===== config.mk =====
export PLATFORM = sky130hd
export DESIGN_NAME = serial_mag_comparator_lsb
export DESIGN_NICKNAME = d
export VERILOG_FILES = /design/src/rtl/serial_mag_comparator_lsb.sv
export SDC_FILE = /design/constraint.sdc
export NUM_CORES = 1
export LEC_CHECK = 0
export ABC_AREA = 1
export ABC_CLOCK_PERIOD_IN_PS = 1300
export CORE_MARGIN = 3
export CORE_UTILIZATION = 30
export DETAILED_ROUTE_END_ITERATION = 10
export SLEW_MARGIN = 10
export SYNTH_ARGS = -nofsm -noshare
export SYNTH_HDL_FRONTEND = slang
export SYNTH_SLANG_ARGS = --single-unit

===== constraint.sdc =====
create_clock -name Clk -period 1.3 [get_ports Clk]
set_clock_uncertainty 0.05 [all_clocks]
set_input_delay 0.13 -clock Clk [delete_from_list [all_inputs] [get_ports Clk]]
set_output_delay 0.13 -clock Clk [all_outputs]
set_load 0.1 [all_outputs]

===== src/rtl/serial_mag_comparator_lsb.sv =====
`default_nettype none
// ============================================================================
// serial_mag_comparator_lsb : LSB-first bit-serial magnitude comparator
// Rev 1.0
// ============================================================================
module serial_mag_comparator_lsb #(
  parameter int WIDTH  = 8,
  parameter int SIGNED = 0
) (
  input  logic                         Clk,
  input  logic                         Rst_n,
  input  logic                         Start,
  input  logic                         BitValid,
  input  logic                         A,
  input  logic                         B,
  output logic                         Busy,
  output logic                         Done,
  output logic                         ResultValid,
  output logic                         Lt,
  output logic                         Gt,
  output logic                         Eq,
  output logic [$clog2(WIDTH+1)-1:0]   BitCount
);

  localparam int              CNT_W    = $clog2(WIDTH + 1);
  localparam logic [CNT_W-1:0] LAST_IDX = CNT_W'(WIDTH - 1);
  localparam bit              SIGNED_B = (SIGNED != 0);

  typedef enum logic [1:0] {
    ST_IDLE = 2'd0,
    ST_RUN  = 2'd1,
    ST_DONE = 2'd2
  } state_t;

  state_t           state_q, state_d;
  logic             lt_acc_q, lt_acc_d;
  logic             gt_acc_q, gt_acc_d;
  logic [CNT_W-1:0] bit_count_q, bit_count_d;
  logic             busy_q, busy_d;
  logic             done_q, done_d;
  logic             result_valid_q, result_valid_d;
  logic             lt_q, lt_d;
  logic             gt_q, gt_d;
  logic             eq_q, eq_d;

  logic             last_bit;
  logic             bit_lt;
  logic             bit_gt;
  logic             lt_next;
  logic             gt_next;

  always_comb begin
    last_bit = (bit_count_q == LAST_IDX);
    // The sign bit carries negative weight, so its sense is reversed.
    if (SIGNED_B && last_bit) begin
      bit_lt = A & ~B;
      bit_gt = ~A & B;
    end else begin
      bit_lt = ~A & B;
      bit_gt = A & ~B;
    end
    lt_next = (A != B) ? bit_lt : lt_acc_q;
    gt_next = (A != B) ? bit_gt : gt_acc_q;

    state_d        = state_q;
    lt_acc_d       = lt_acc_q;
    gt_acc_d       = gt_acc_q;
    bit_count_d    = bit_count_q;
    done_d         = 1'b0;
    result_valid_d = result_valid_q;
    lt_d           = lt_q;
    gt_d           = gt_q;
    eq_d           = eq_q;

    case (state_q)
      ST_IDLE, ST_DONE: begin
        if (Start) begin
          state_d        = ST_RUN;
          bit_count_d    = '0;
          lt_acc_d       = 1'b0;
          gt_acc_d       = 1'b0;
          result_valid_d = 1'b0;
          lt_d           = 1'b0;
          gt_d           = 1'b0;
          eq_d           = 1'b0;
        end else begin
          state_d = ST_IDLE;
        end
      end
      ST_RUN: begin
        if (Start) begin
          bit_count_d = '0;
          lt_acc_d    = 1'b0;
          gt_acc_d    = 1'b0;
        end else if (BitValid) begin
          bit_count_d = bit_count_q + 1'b1;
          lt_acc_d    = lt_next;
          gt_acc_d    = gt_next;
          if (last_bit) begin
            state_d        = ST_DONE;
            done_d         = 1'b1;
            result_valid_d = 1'b1;
            lt_d           = lt_next;
            gt_d           = gt_next;
            eq_d           = ~lt_next & ~gt_next;
          end
        end
      end
      default: state_d = ST_IDLE;
    endcase

    busy_d = (state_d == ST_RUN);
  end

  always_ff @(posedge Clk or negedge Rst_n) begin
    if (!Rst_n) begin
      state_q        <= ST_IDLE;
      lt_acc_q       <= 1'b0;
      gt_acc_q       <= 1'b0;
      bit_count_q    <= '0;
      busy_q         <= 1'b0;
      done_q         <= 1'b0;
      result_valid_q <= 1'b0;
      lt_q           <= 1'b0;
      gt_q           <= 1'b0;
      eq_q           <= 1'b0;
    end else begin
      state_q        <= state_d;
      lt_acc_q       <= lt_acc_d;
      gt_acc_q       <= gt_acc_d;
      bit_count_q    <= bit_count_d;
      busy_q         <= busy_d;
      done_q         <= done_d;
      result_valid_q <= result_valid_d;
      lt_q           <= lt_d;
      gt_q           <= gt_d;
      eq_q           <= eq_d;
    end
  end

  assign Busy        = busy_q;
  assign Done        = done_q;
  assign ResultValid = result_valid_q;
  assign Lt          = lt_q;
  assign Gt          = gt_q;
  assign Eq          = eq_q;
  assign BitCount    = bit_count_q;

endmodule
`default_nettype wire

======== Word level (Yosys, flattened, before mapping) ========
Index checks and enable logic that the tools add are counted.
word-level totals
  register bits ........................... 14
  bits in latches ......................... 0
  RAM bits ................................ 0
  bits in read-only memories .............. 0
  input bits .............................. 6
  output and inout port bits .............. 10
  word-level logic and storage cells ...... 71
  memories ................................ 0
operators by class
  $add $sub $neg .......................... 1
  $mul .................................... 0
  div/mod/pow operators ................... 0
  magnitude comparators ................... 0
  equal/unequal tests ..................... 10
  shift operators ......................... 0
  multiplexer cells ....................... 38
  bitwise logic cells ..................... 7
  reduce and logical (&&, ||, !) cells .... 5
operator list
  cell                                                                    count
  1-bit 2-to-1 mux                                                        24
  4-bit 2-to-1 mux                                                        3
  1-bit case mux with 2 select lines                                      6
  2-bit != test (second input constant)                                   4
  4-bit case mux with 2 select lines                                      1
  2-bit 2-to-1 mux                                                        3
  5-bit AND reduction                                                     1
  4-bit by 1-bit adder with 4-bit output (second input constant)          1
  2-bit by 1-bit equality test with 1-bit output (second input constant)  2
  4-bit by 3-bit equality test with 1-bit output (second input constant)  1
  1-bit inverter                                                          4
  2-bit case mux with 2 select lines                                      1
  1-bit AND                                                               3
  3-bit != test (second input constant)                                   1
  3-bit AND reduction                                                     1
  2-bit equality test (second input constant)                             1
  2-bit zero test                                                         1
  2-bit nonzero test                                                      1
  2-bit OR reduction                                                      1
  1-bit != test                                                           1

======== Depth between registers and ports, before layout ========
  word-level depth ........................ 9
  mapped depth ............................ 7
  depth with buffers taken out ............ 7

======== Worst setup path before layout ========
OpenSTA, ideal clock, no wires.
  path kind ............................... flip-flop to flip-flop
  from .................................... register bit_count_q[1], in the netlist BitCount[1]
  to ...................................... register eq_q, in the netlist Eq
  library setup time ...................... 0.123 ns
  data arrival time ....................... 1.808 ns
  required time ........................... 1.127 ns
  path slack .............................. -0.681 ns
  stages on the path, launching flop included .. 7
  buffers on the path ..................... 0
  period minus slack after synthesis ...... 1.981 ns
  path through ............................ dfrtp_1 ha_1 nand2_2 nor2_4 nand3_1 nand3_1 nand2_1
between the ends
  word-level cells in the longest chain between the ends .. 3
RTL lines
  what                                            line  source
  from (decl)                                     38    logic [CNT_W-1:0] bit_count_q, bit_count_d;
  from (signal assigned)                          131   bit_count_q <= bit_count_d;
  4-bit by 3-bit equality test with 1-bit output  53    last_bit = (bit_count_q == LAST_IDX);
  2-bit != test (no line)                         -
  5-bit AND reduction (no line)                   -
  to (signal assigned)                            137   eq_q <= eq_d;
  to (decl)                                       44    logic eq_q, eq_d;
Every way passes these cells.
A chain may end at the register's enable or synchronous reset.

======== Final worst setup path ========
  from .................................... register bit_count_q[1], in the netlist BitCount[1]
  to ...................................... output port BitCount[1]
RTL lines
  what       line  source
  to (decl)  22    output logic [$clog2(WIDTH+1)-1:0] BitCount
No word-level cell between the ends.

==> impl_metrics.py <==
metrics = {
    "power_and_ir_drop": {
        "p_per_area_nw_per_um2": 957.6,
        "p_leak_nw": 0.5819,
        "seqPwrFrac_pct": 43.6,
        "p_int_uw": 748.6,
        "switching_share_pct": 32.31,
        "peakVddDrop_mv": 0.5481,
        "fin_total_pwr_mw": 1.106,
        "p_clk_share_pct": 28.4,
        "p_comb_share_pct": 28.1,
        "p_sw_uw": 357.3,
    },
    "synth": {
        "synth-seq-cells": 14,
        "syn_area_um2": 733.2,
        "syn_avg_cell_area_um2": 8.428,
        "ys_seq_area_share_pct": 47.78,
        "synth_area_leaders": "dfrtp_1 48%, nand2_1 15%, ha_1 5.1%, inv_1 5.1%, nand3_1 4.1%",
        "synth_top_cell_by_area": "dfrtp_1",
        "ys_types": 17,
        "syn-num-nets": 96,
        "postSynthCellCount": 87,
        "ys_warn_count": 0,
        "yosysTopAreaCellShare_pct": 47.78,
    },
    "worst_hold_path": {
        "hold_class": "in2async",
    },
    "timing": {
        "fin_crit_ps": 1252,
        "fmax_mhz": 798.5,
        "fin_crit_sh_pct": 96.34,
        "rsz0062_at_grt": "false",
        "worstMarginPinSlew_ps": 285.4,
        "setup_viol": 0,
        "setup_slack_ps": 47.62,
        "slew_headroom_pct": 80.96,
        "hold_violations": 0,
        "setup_tns_ps": 0,
        "slew_violations": 0,
    },
    "clocking": {
        "cts-root-buf": "clkbuf_4",
        "clk_latency_ps": 280,
        "cts_max_level": 1,
        "tritoncts": "yes",
        "path_clk_slew_ps": 90,
        "cts.sinks": 14,
        "cts.path.max_buffers": 2,
        "numCtsBuffers": 3,
    },
    "setup_path": {
        "critPathMaxFanout": 4,
        "slowest_delay_ps": 500,
        "critPathBufInv": 2,
        "critPathTopFamily": "flip-flops",
        "cp-start-kind": "flop",
        "path_class": "reg2out",
        "critPathCaptureType": "output pin",
        "path_cells": "buf_6 -> buf_12",
        "crit_slowest_cell": "dfrtp_4",
        "worstPathArrival_ps": 1070,
        "worst-r2r-setup-slack_ps": 70,
        "required_ps": 1120,
    },
    "cells_and_area": {
        "final_common_cell": "nand2_1",
        "drive_gt1_share_pct": 36.28,
        "final_util_pct": 51.22,
        "layout_common_cells": "30 x nand2_1, 10 x dfrtp_1, 10 x inv_1, 10 x buf_12, 6 x nor2_1",
        "diodes": 0,
        "nets": 123,
        "n_fill_cell": 223,
        "layout-area-overhead-vs-synth_pct": 57.51,
    },
    "route": {
        "routedWlPerCell_um": 10.48,
        "routed_wl_um": 1478,
        "first_iter_violations": 6,
        "routed-via-count": 616,
        "ant_nets": 0,
        "avgViaCountPerCell": 4.369,
        "drc": 0,
        "drtPass1Iterations": 3,
    },
    "global_routing": {
        "grt_pass1_wl_um": 2511,
        "grt_use_met1_pct": 13.64,
        "track_usage_pct": 10.47,
        "grt_pass1_vias": 576,
        "grt_overflow": 0,
        "antenna_found_initial": 0,
        "grt.busiest_layer": "met2",
        "grt.met2_usage_pct": 15.54,
        "grtUsageMet3_pct": 1.168,
        "grt_max_degree": 15,
    },
    "floorplan": {
        "die_x_um": 55.44,
        "io_pins": 16,
        "core_um2": 2255,
        "initial_core_util_pct": 32.52,
        "rows": 17,
        "dieArea_um2": 3073,
        "fp.dieH_um": 55.44,
    },
    "placement": {
        "port_buffers": 15,
        "place_ws_ps": -342.9,
        "gp_congestion": 0.7551,
        "dp.final_hpwl_um": 1160,
    },
    "job": {
        "drv_cap": 0,
    },
    "status": {
        "outcome": "finished clean",
    },
}
## Yosys cell counts
master	n
dfrtp_1	14
o21bai_2	1
nand2_4	2
inv_1	10
nor2_4	2
nand4_1	1
inv_2	2
nor2_2	3
nand2_1	30
ha_1	3
o21ai_0	2
o21bai_1	1
nand3_1	6
nor2_1	6
nand2_2	1
nor2_8	1
a21oi_1	2
## cells by family after synthesis
logic type                 after synthesis  share of synthesized area, %
buffers and inverters                   12                         6.144
DFF                                     14                         47.78
adders and majority gates                3                         5.120
AOI/OAI and AO/OA                        6                         5.290
and+or+nand+nor                         52                         35.67
## power groups by stage
stage	registers (mW)	logic [mW]	clock network [mW]
2_1_floorplan	0.582	0.0801	0
3_3_place_gp	0.489	0.298	0
4_1_cts	0.480	0.305	0.331
3_5_place_dp	0.489	0.303	0
6_report	0.482	0.310	0.314
5_1_grt	0.484	0.331	0.348
## path summary, 6_finish.rpt
kind / from / end / cells past startpoint
worst min register to register: gt_acc_q / gt_acc_q / 2
max in group asynchronous: Rst_n / BitCount[0] / 2
min in group Clk: gt_acc_q / gt_acc_q / 2
worst min-delay path: Rst_n / state_q[0] / 2
worst max register to register: BitCount[1] / Lt / 7
worst max-delay path: BitCount[1] / BitCount[1] / 2
## timing repair
item | in CTS | in global routing
setup buffers | 0 | 0
pin swaps | 0 | 1
hold endpoints to repair | 0 | 0
hold buffers | 0 | 0
setup endpoints to repair | 1 | 3
gates resized for setup | 2 | 4
## routing by layer
metal	share of wire (%)	wire (um)	vias up
met5	0	0	-
li1	-	-	323
met1	45	671	279
met2	50	736	12
met3	2.8	42	2
met4	1.8	27	0
## state kept, by name, summed over array words and instances (netlist names)
register	cells
Done	1
gt_acc_q	1
state_q	2
Busy	1
Eq	1
ResultValid	1
Gt	1
BitCount	4
Lt	1
lt_acc_q	1
## final cells by class
class                   instances  area, um^2  area share, %
clock buffers                   4       36.28          3.142
inverters                      12       45.04          3.900
multi-input cells              61       367.9          31.85
flip-flops and latches         14       360.3          31.20
well taps                      28       35.03          3.034
repair buffers                 22       310.3          26.87
## metrics by stage
step	std cells	instance area (um^2)	hold slack, ps
2_1_floorplan	87	765.7	-215.6
3_3_place_gp	137	1104	415.7
3_5_place_dp	137	1104	413.2
4_1_cts	141	1140	107.6
5_1_grt	141	1155	129.3
6_report	141	1155	110.7
Power figures use the tool's default switching activity.
